File: src/rtl/norm_shift_feeder.sv
// Leading-zero counter feeding a left barrel shifter, with a 2-entry output FIFO.
// Optional macro NORM_SHIFT_FEEDER_STATS_EN adds accepted-word and zero-word counters.
module norm_shift_feeder #(
    parameter  int WIDTH = 8,
    localparam int SW    = $clog2(WIDTH)
) (
    input  logic             clk,
    input  logic             rst_n,
    input  logic             in_valid,
    output logic             in_ready,
    input  logic [WIDTH-1:0] in_data,
    output logic             out_valid,
    input  logic             out_ready,
    output logic [WIDTH-1:0] out_data,
    output logic [SW-1:0]    out_shft,
    output logic             out_zero
`ifdef NORM_SHIFT_FEEDER_STATS_EN
    ,
    output logic [31:0]      stat_words,
    output logic [31:0]      stat_zeros
`endif
);

    logic [WIDTH-1:0] mem_data_reg [2];
    logic [SW-1:0]    mem_shft_reg [2];
    logic             mem_zero_reg [2];
    logic [1:0]       count_reg, count_next;
    logic             rd_ptr_reg, rd_ptr_next;
    logic             wr_ptr_reg, wr_ptr_next;
    logic [WIDTH-1:0] out_data_reg;
    logic [SW-1:0]    out_shft_reg;
    logic             out_zero_reg;

    logic [SW-1:0]    lzc_shft;
    logic             lzc_zero;
    logic             push, pop, head_from_push;

    // Last set bit seen while scanning upward is the most significant one.
    always_comb begin
        lzc_shft = '0;
        lzc_zero = (in_data == '0);
        for (int i = 0; i < WIDTH; i++) begin
            if (in_data[i]) begin
                lzc_shft = SW'(WIDTH - 1 - i);
            end
        end
    end

    assign in_ready  = (count_reg != 2'd2);
    assign out_valid = (count_reg != 2'd0);
    assign push      = in_valid && in_ready;
    assign pop       = out_valid && out_ready;

    always_comb begin
        rd_ptr_next = rd_ptr_reg ^ pop;
        wr_ptr_next = wr_ptr_reg ^ push;
        count_next  = count_reg;
        unique case ({push, pop})
            2'b10:   count_next = count_reg + 2'd1;
            2'b01:   count_next = count_reg - 2'd1;
            default: count_next = count_reg;
        endcase
        // The next head is the incoming word when it lands in the slot the read pointer moves to.
        head_from_push = push && (wr_ptr_reg == rd_ptr_next);
    end

    always_ff @(posedge clk or negedge rst_n) begin
        if (!rst_n) begin
            count_reg    <= 2'd0;
            rd_ptr_reg   <= 1'b0;
            wr_ptr_reg   <= 1'b0;
            out_data_reg <= '0;
            out_shft_reg <= '0;
            out_zero_reg <= 1'b0;
            for (int i = 0; i < 2; i++) begin
                mem_data_reg[i] <= '0;
                mem_shft_reg[i] <= '0;
                mem_zero_reg[i] <= 1'b0;
            end
        end else begin
            count_reg  <= count_next;
            rd_ptr_reg <= rd_ptr_next;
            wr_ptr_reg <= wr_ptr_next;
            if (push) begin
                mem_data_reg[wr_ptr_reg] <= in_data;
                mem_shft_reg[wr_ptr_reg] <= lzc_shft;
                mem_zero_reg[wr_ptr_reg] <= lzc_zero;
            end
            // Output registers only move when a head exists afterwards, so they hold when empty.
            if (count_next != 2'd0) begin
                if (head_from_push) begin
                    out_data_reg <= in_data;
                    out_shft_reg <= lzc_shft;
                    out_zero_reg <= lzc_zero;
                end else begin
                    out_data_reg <= mem_data_reg[rd_ptr_next];
                    out_shft_reg <= mem_shft_reg[rd_ptr_next];
                    out_zero_reg <= mem_zero_reg[rd_ptr_next];
                end
            end
        end
    end

    assign out_data = out_data_reg;
    assign out_shft = out_shft_reg;
    assign out_zero = out_zero_reg;

`ifdef NORM_SHIFT_FEEDER_STATS_EN
    logic [31:0] stat_words_reg;
    logic [31:0] stat_zeros_reg;

    always_ff @(posedge clk or negedge rst_n) begin
        if (!rst_n) begin
            stat_words_reg <= 32'd0;
            stat_zeros_reg <= 32'd0;
        end else if (push) begin
            stat_words_reg <= stat_words_reg + 32'd1;
            if (lzc_zero) begin
                stat_zeros_reg <= stat_zeros_reg + 32'd1;
            end
        end
    end

    assign stat_words = stat_words_reg;
    assign stat_zeros = stat_zeros_reg;
`endif

endmodule

File: config.mk
export PLATFORM = sky130hd
export DESIGN_NAME = norm_shift_feeder
export DESIGN_NICKNAME = d
export VERILOG_FILES = /design/src/rtl/norm_shift_feeder.sv
export SDC_FILE = /design/constraint.sdc
export NUM_CORES = 1
export LEC_CHECK = 0
export BUFFER_PORTS_ARGS = -buffer_cell sky130_fd_sc_hd__buf_2
export CAP_MARGIN = 20
export CORE_MARGIN = 2
export CORE_UTILIZATION = 30
export DETAILED_ROUTE_END_ITERATION = 6
export GPL_TIMING_DRIVEN = 0
export SLEW_MARGIN = 25
export SYNTH_ARGS = -nofsm -noshare
export SYNTH_HDL_FRONTEND = slang
export SYNTH_SLANG_ARGS = --single-unit
export TNS_END_PERCENT = 20
File: constraint.sdc
create_clock -name clk -period 2.63 [get_ports clk]
set_input_delay 0.263 -clock clk [delete_from_list [all_inputs] [get_ports clk]]
set_output_delay 0.263 -clock clk [all_outputs]
set_load 0.05 [all_outputs]
==> impl_summary.md <==
Status
The run finished with clean final reports.

Critical path
Among all stages on the critical path, the largest delay is contributed by sky130_fd_sc_hd__dfrtp_1. The required time reported for the critical path endpoint is between 2000 and 3000 ps. The critical path start-end classification is flip-flop to flip-flop. The critical-path maximum fanout is 10.

In this design, the stage delay of the slowest critical-path cell is ~460 ps. Traced cell by cell, the critical path runs through o21ai_2, inv_1, ha_1, and2b_1, a21oi_1, o21ai_1, clkbuf_2, nand2_1, o21ai_1. The family with the most delay on the worst path is compound AO/OA/AOI/OAI gates. STA classifies the critical path startpoint as a flip-flop. The number of buffer and inverter stages on the critical path is 2. The capturing element type of the critical path is a flip-flop. The cell that appears most often on the critical path is sky130_fd_sc_hd__o21ai_1. The critical path arrival is about 2500 ps.

Drt
In this run the remaining antenna-violating nets after routing total 0. The first routing iteration left 53 violations. The number of vias per cell is roughly 4.6. Summing over every cut layer, the via total after detailed routing is about 1300. The number of optimization iterations in the first detailed-route pass is 4. The final wirelength is between 3000 and 4000 um. The routed length per instance is 13.65 um. In the routed design, unresolved DRC markers number 0.

Placed design
Once placement finished, the instance area stood at 2157 um^2. Routability-driven placement finished with a final weighted congestion of a little over 0.7. The count of buffers from port buffering is 25.

Before CTS, the worst setup slack after placement is -51.86 ps. The detailed placement HPWL is between 2000 and 3000 um.

Die
The initialized floorplan defines 29 standard-cell rows. The initial utilization of the core area, before any placement, comes to 0.3084. The height of the die is 84.33 um. The core region area is between 6000 and 7000 um^2. The number of ports placed on the die boundary is 26. The horizontal die dimension is between 80 and 90 um. The full die area is around 7000 um^2.

STA
The worst path setup slack after routing is ~340 ps. The headroom to the max-slew limit is 0.3983. The maximum achievable frequency is around 0.44 GHz. Clock skew on the completed layout was measured at about 7 ps.

The final max-slew violation count came to 0. Setup repair after global routing left no endpoint under its margin. At the pin with the least slew margin, the transition time is 902.5 ps.

The share of the clock period used by the worst path after layout is 0.8710. The final hold violation count is 0. The total of endpoints with negative setup slack in the final report is 0.

The post-route minimum period is around 2300 ps. The total negative setup slack is 0 ps.

Yosys
In this run, synthesis inferred 0 flip-flops with an integrated enable. The share of synthesized area in the top cell type comes to 0.5171. The dominant register cell in the synthesized netlist is sky130_fd_sc_hd__dfrtp_1. Yosys printed 0 warnings.

By count the netlist is led by sky130_fd_sc_hd__dfrtp_1, sky130_fd_sc_hd__mux2_2, sky130_fd_sc_hd__nand2_1. By area the synthesized netlist is led by sky130_fd_sc_hd__dfrtp_1, sky130_fd_sc_hd__mux2_2, sky130_fd_sc_hd__mux2i_1, sky130_fd_sc_hd__o21ai_1, sky130_fd_sc_hd__nand2_1. The biggest area consumer among synthesized cells is sky130_fd_sc_hd__dfrtp_1. The portion of the post-synthesis area used by sequential elements is 0.5171.

The count of cell types in the netlist is 29. The fraction of synthesis flops using an asynchronous set or reset pin is 1.000. The gate count after technology mapping is roughly 160. The most instantiated library cell after synthesis is sky130_fd_sc_hd__dfrtp_1. The average size of a mapped cell is 11.87 um^2.

The number of nets handed over by synthesis was between 150 and 200. The post-synthesis instance area is 1936 um^2. The number of flip-flops and latches in the synthesized netlist is 40.

Layout
The flip-flop count of the largest register after layout is 16. The sequential cells in the finished layout cover a total of 1001 um^2. The post-synthesis to final-layout area growth is 15.51%.

The final-stage net count is 210. The number of fillers in the final layout is 618. The area occupied by multi-input gates is 873.3 um^2. The share of final-layout standard cells stronger than drive strength 1 is 0.3692. The finished cells cover roughly 2200 um^2. 0 antenna diodes ended up in the layout.

Power
The areal power density over the cells is roughly 1400 nW/um^2. VDD sags by at most between 0.0005 and 0.0006 V. For this design the static power due to leakage is about 1.1 nW.

Global routing
The overall fraction of global-route tracks in use is 0.1127. The global-route wire length before repair is approximately 6300 um. The via count of the first global-routing pass was around 1200. Entering global routing, the biggest net connects ~40 pins. For this run the aggregate overflow at the end of global routing stands at 0.

The initial antenna violation count was 0.

Clock network
The number of hold buffers added after CTS was 0. TritonCTS built the clock tree. TritonCTS created 5 clock buffers. No sink is reached through more buffers than the 2 on the longest clock path. The register clock-pin slew on the reported worst setup and hold paths is around 80 ps. CTS saw 40 sinks. The library cell used as clock root buffer is sky130_fd_sc_hd__clkbuf_8. The later pin in the worst-skew pair is clocked with a latency of just under 300 ps. The H-tree was split into 2 levels. The buffers inserted during post-CTS setup optimization is 0.

Flow run
The tool flagged a number of max-cap violations equal to 0.

Hold path
The classification of the worst-slack hold path is input pin to asynchronous set/reset pin.
-- worst register-to-register path: stages (launching register included) --
cell and delay (ps):
sky130_fd_sc_hd__dfrtp_1 460, sky130_fd_sc_hd__o21ai_2 220, sky130_fd_sc_hd__inv_1 60, sky130_fd_sc_hd__ha_1 310, sky130_fd_sc_hd__and2b_1 230, sky130_fd_sc_hd__a21oi_1 70
sky130_fd_sc_hd__o21ai_1 340, sky130_fd_sc_hd__clkbuf_2 350, sky130_fd_sc_hd__nand2_1 90, sky130_fd_sc_hd__o21ai_1 80
-- layer usage --
metal | global-route usage | vias up | wire (um)
met5 | 0 | - | 0
met4 | 0.03519 | 0 | 51
met3 | 0.03835 | 5 | 150
met2 | 0.1724 | 18 | 1668
met1 | 0.1510 | 607 | 1842
li1 | - | 622 | -
-- cells in the final DEF (no fill, tap or decap) --
cell	count
sky130_fd_sc_hd__xnor2_1	2
sky130_fd_sc_hd__a21o_1	1
sky130_fd_sc_hd__buf_4	1
sky130_fd_sc_hd__nand3b_1	1
sky130_fd_sc_hd__a21oi_1	5
sky130_fd_sc_hd__mux2i_1	12
sky130_fd_sc_hd__clkbuf_8	5
sky130_fd_sc_hd__a21boi_0	1
sky130_fd_sc_hd__mux2_2	34
sky130_fd_sc_hd__buf_2	26
sky130_fd_sc_hd__o21ai_0	3
sky130_fd_sc_hd__nand3_1	1
sky130_fd_sc_hd__ha_1	3
sky130_fd_sc_hd__clkbuf_1	1
sky130_fd_sc_hd__xor2_2	1
sky130_fd_sc_hd__nor2b_1	2
sky130_fd_sc_hd__clkinv_2	1
sky130_fd_sc_hd__o21ai_2	1
sky130_fd_sc_hd__a311oi_2	1
sky130_fd_sc_hd__xor2_1	1
sky130_fd_sc_hd__nor2_1	11
sky130_fd_sc_hd__inv_1	7
sky130_fd_sc_hd__and4_1	1
sky130_fd_sc_hd__and4b_1	1
sky130_fd_sc_hd__o21ai_1	12
sky130_fd_sc_hd__clkbuf_2	1
sky130_fd_sc_hd__dfrtp_1	40
sky130_fd_sc_hd__and2b_1	1
sky130_fd_sc_hd__buf_1	2
sky130_fd_sc_hd__buf_6	1
sky130_fd_sc_hd__nand2_1	14
sky130_fd_sc_hd__nand2b_1	1
-- cell families (layout without fill, tap and decap cells) --
kind of cell	Yosys count	count (layout)	share of synthesized area
buffers and inverters	13	45	0.03167
AOI/OAI and AO/OA	24	24	0.07175
muxes	46	46	0.2599
adders and majority gates	3	3	0.01939
and+or+nand+nor	33	33	0.07822
DFF	40	40	0.5171
xor gates and xnor gates	4	4	0.02198
-- report_power, final --
part / internal, mW / switching (mW) / leakage (nW)
Sequential: 0.906 / 0.161 / 0.488
Combinational: 0.687 / 0.959 / 0.543
Clock: 0.180 / 0.203 / 0.0410
-- final cells by class --
class,instances,share of cell area
Buffer,6,0.01623
Clock buffer,6,0.03246
Clock inverter,1,0.002238
Inverter,7,0.01175
Multi-Input combinational cell,110,0.3906
Sequential cell,40,0.4477
Tap cell,77,0.04309
Timing Repair Buffer,25,0.05596
-- path summary, 6_finish.rpt --
| kind | start | to | slack [ps] | cells after the start |
|---|---|---|---|---|
| setup / recovery | count_reg[1]$_DFF_PN0_ | out_data[1]$_DFFE_PN0P_ | 340 | 9 |
| hold / removal | rst_n | out_data[5]$_DFFE_PN0P_ | 100 | 1 |
| setup reg to reg | count_reg[1]$_DFF_PN0_ | out_data[1]$_DFFE_PN0P_ | 340 | 9 |
| hold reg to reg | out_data[6]$_DFFE_PN0P_ | out_data[6]$_DFFE_PN0P_ | 480 | 2 |
| max in group asynchronous | rst_n | out_data[7]$_DFFE_PN0P_ | 1960 | 1 |
| min in group clk | in_data[2] | mem_data_reg[2]$_DFFE_PN0P_ | 260 | 2 |
-- timing repair --
| item | CTS | global route |
|---|---|---|
| setup endpoints to repair | 10 | 10 |
| hold endpoints to repair | 0 | 0 |
| gates resized for setup | 1 | 2 |
-- stage by stage --
| stage | util | hold WS (ps) | std cells | power, mW |
|---|---|---|---|---|
| floorplan | - | -32.59 | 163 | 2.377 |
| global placement | 0.3436 | 451.4 | 265 | 2.709 |
| detailed placement | 0.3436 | 449.4 | 265 | 2.748 |
| CTS | 0.3560 | 132.2 | 272 | 3.136 |
| global route | 0.3562 | 168.7 | 272 | 3.327 |
| finish | 0.3562 | 96.81 | 272 | 3.096 |
Power figures use the tool's default switching activity.
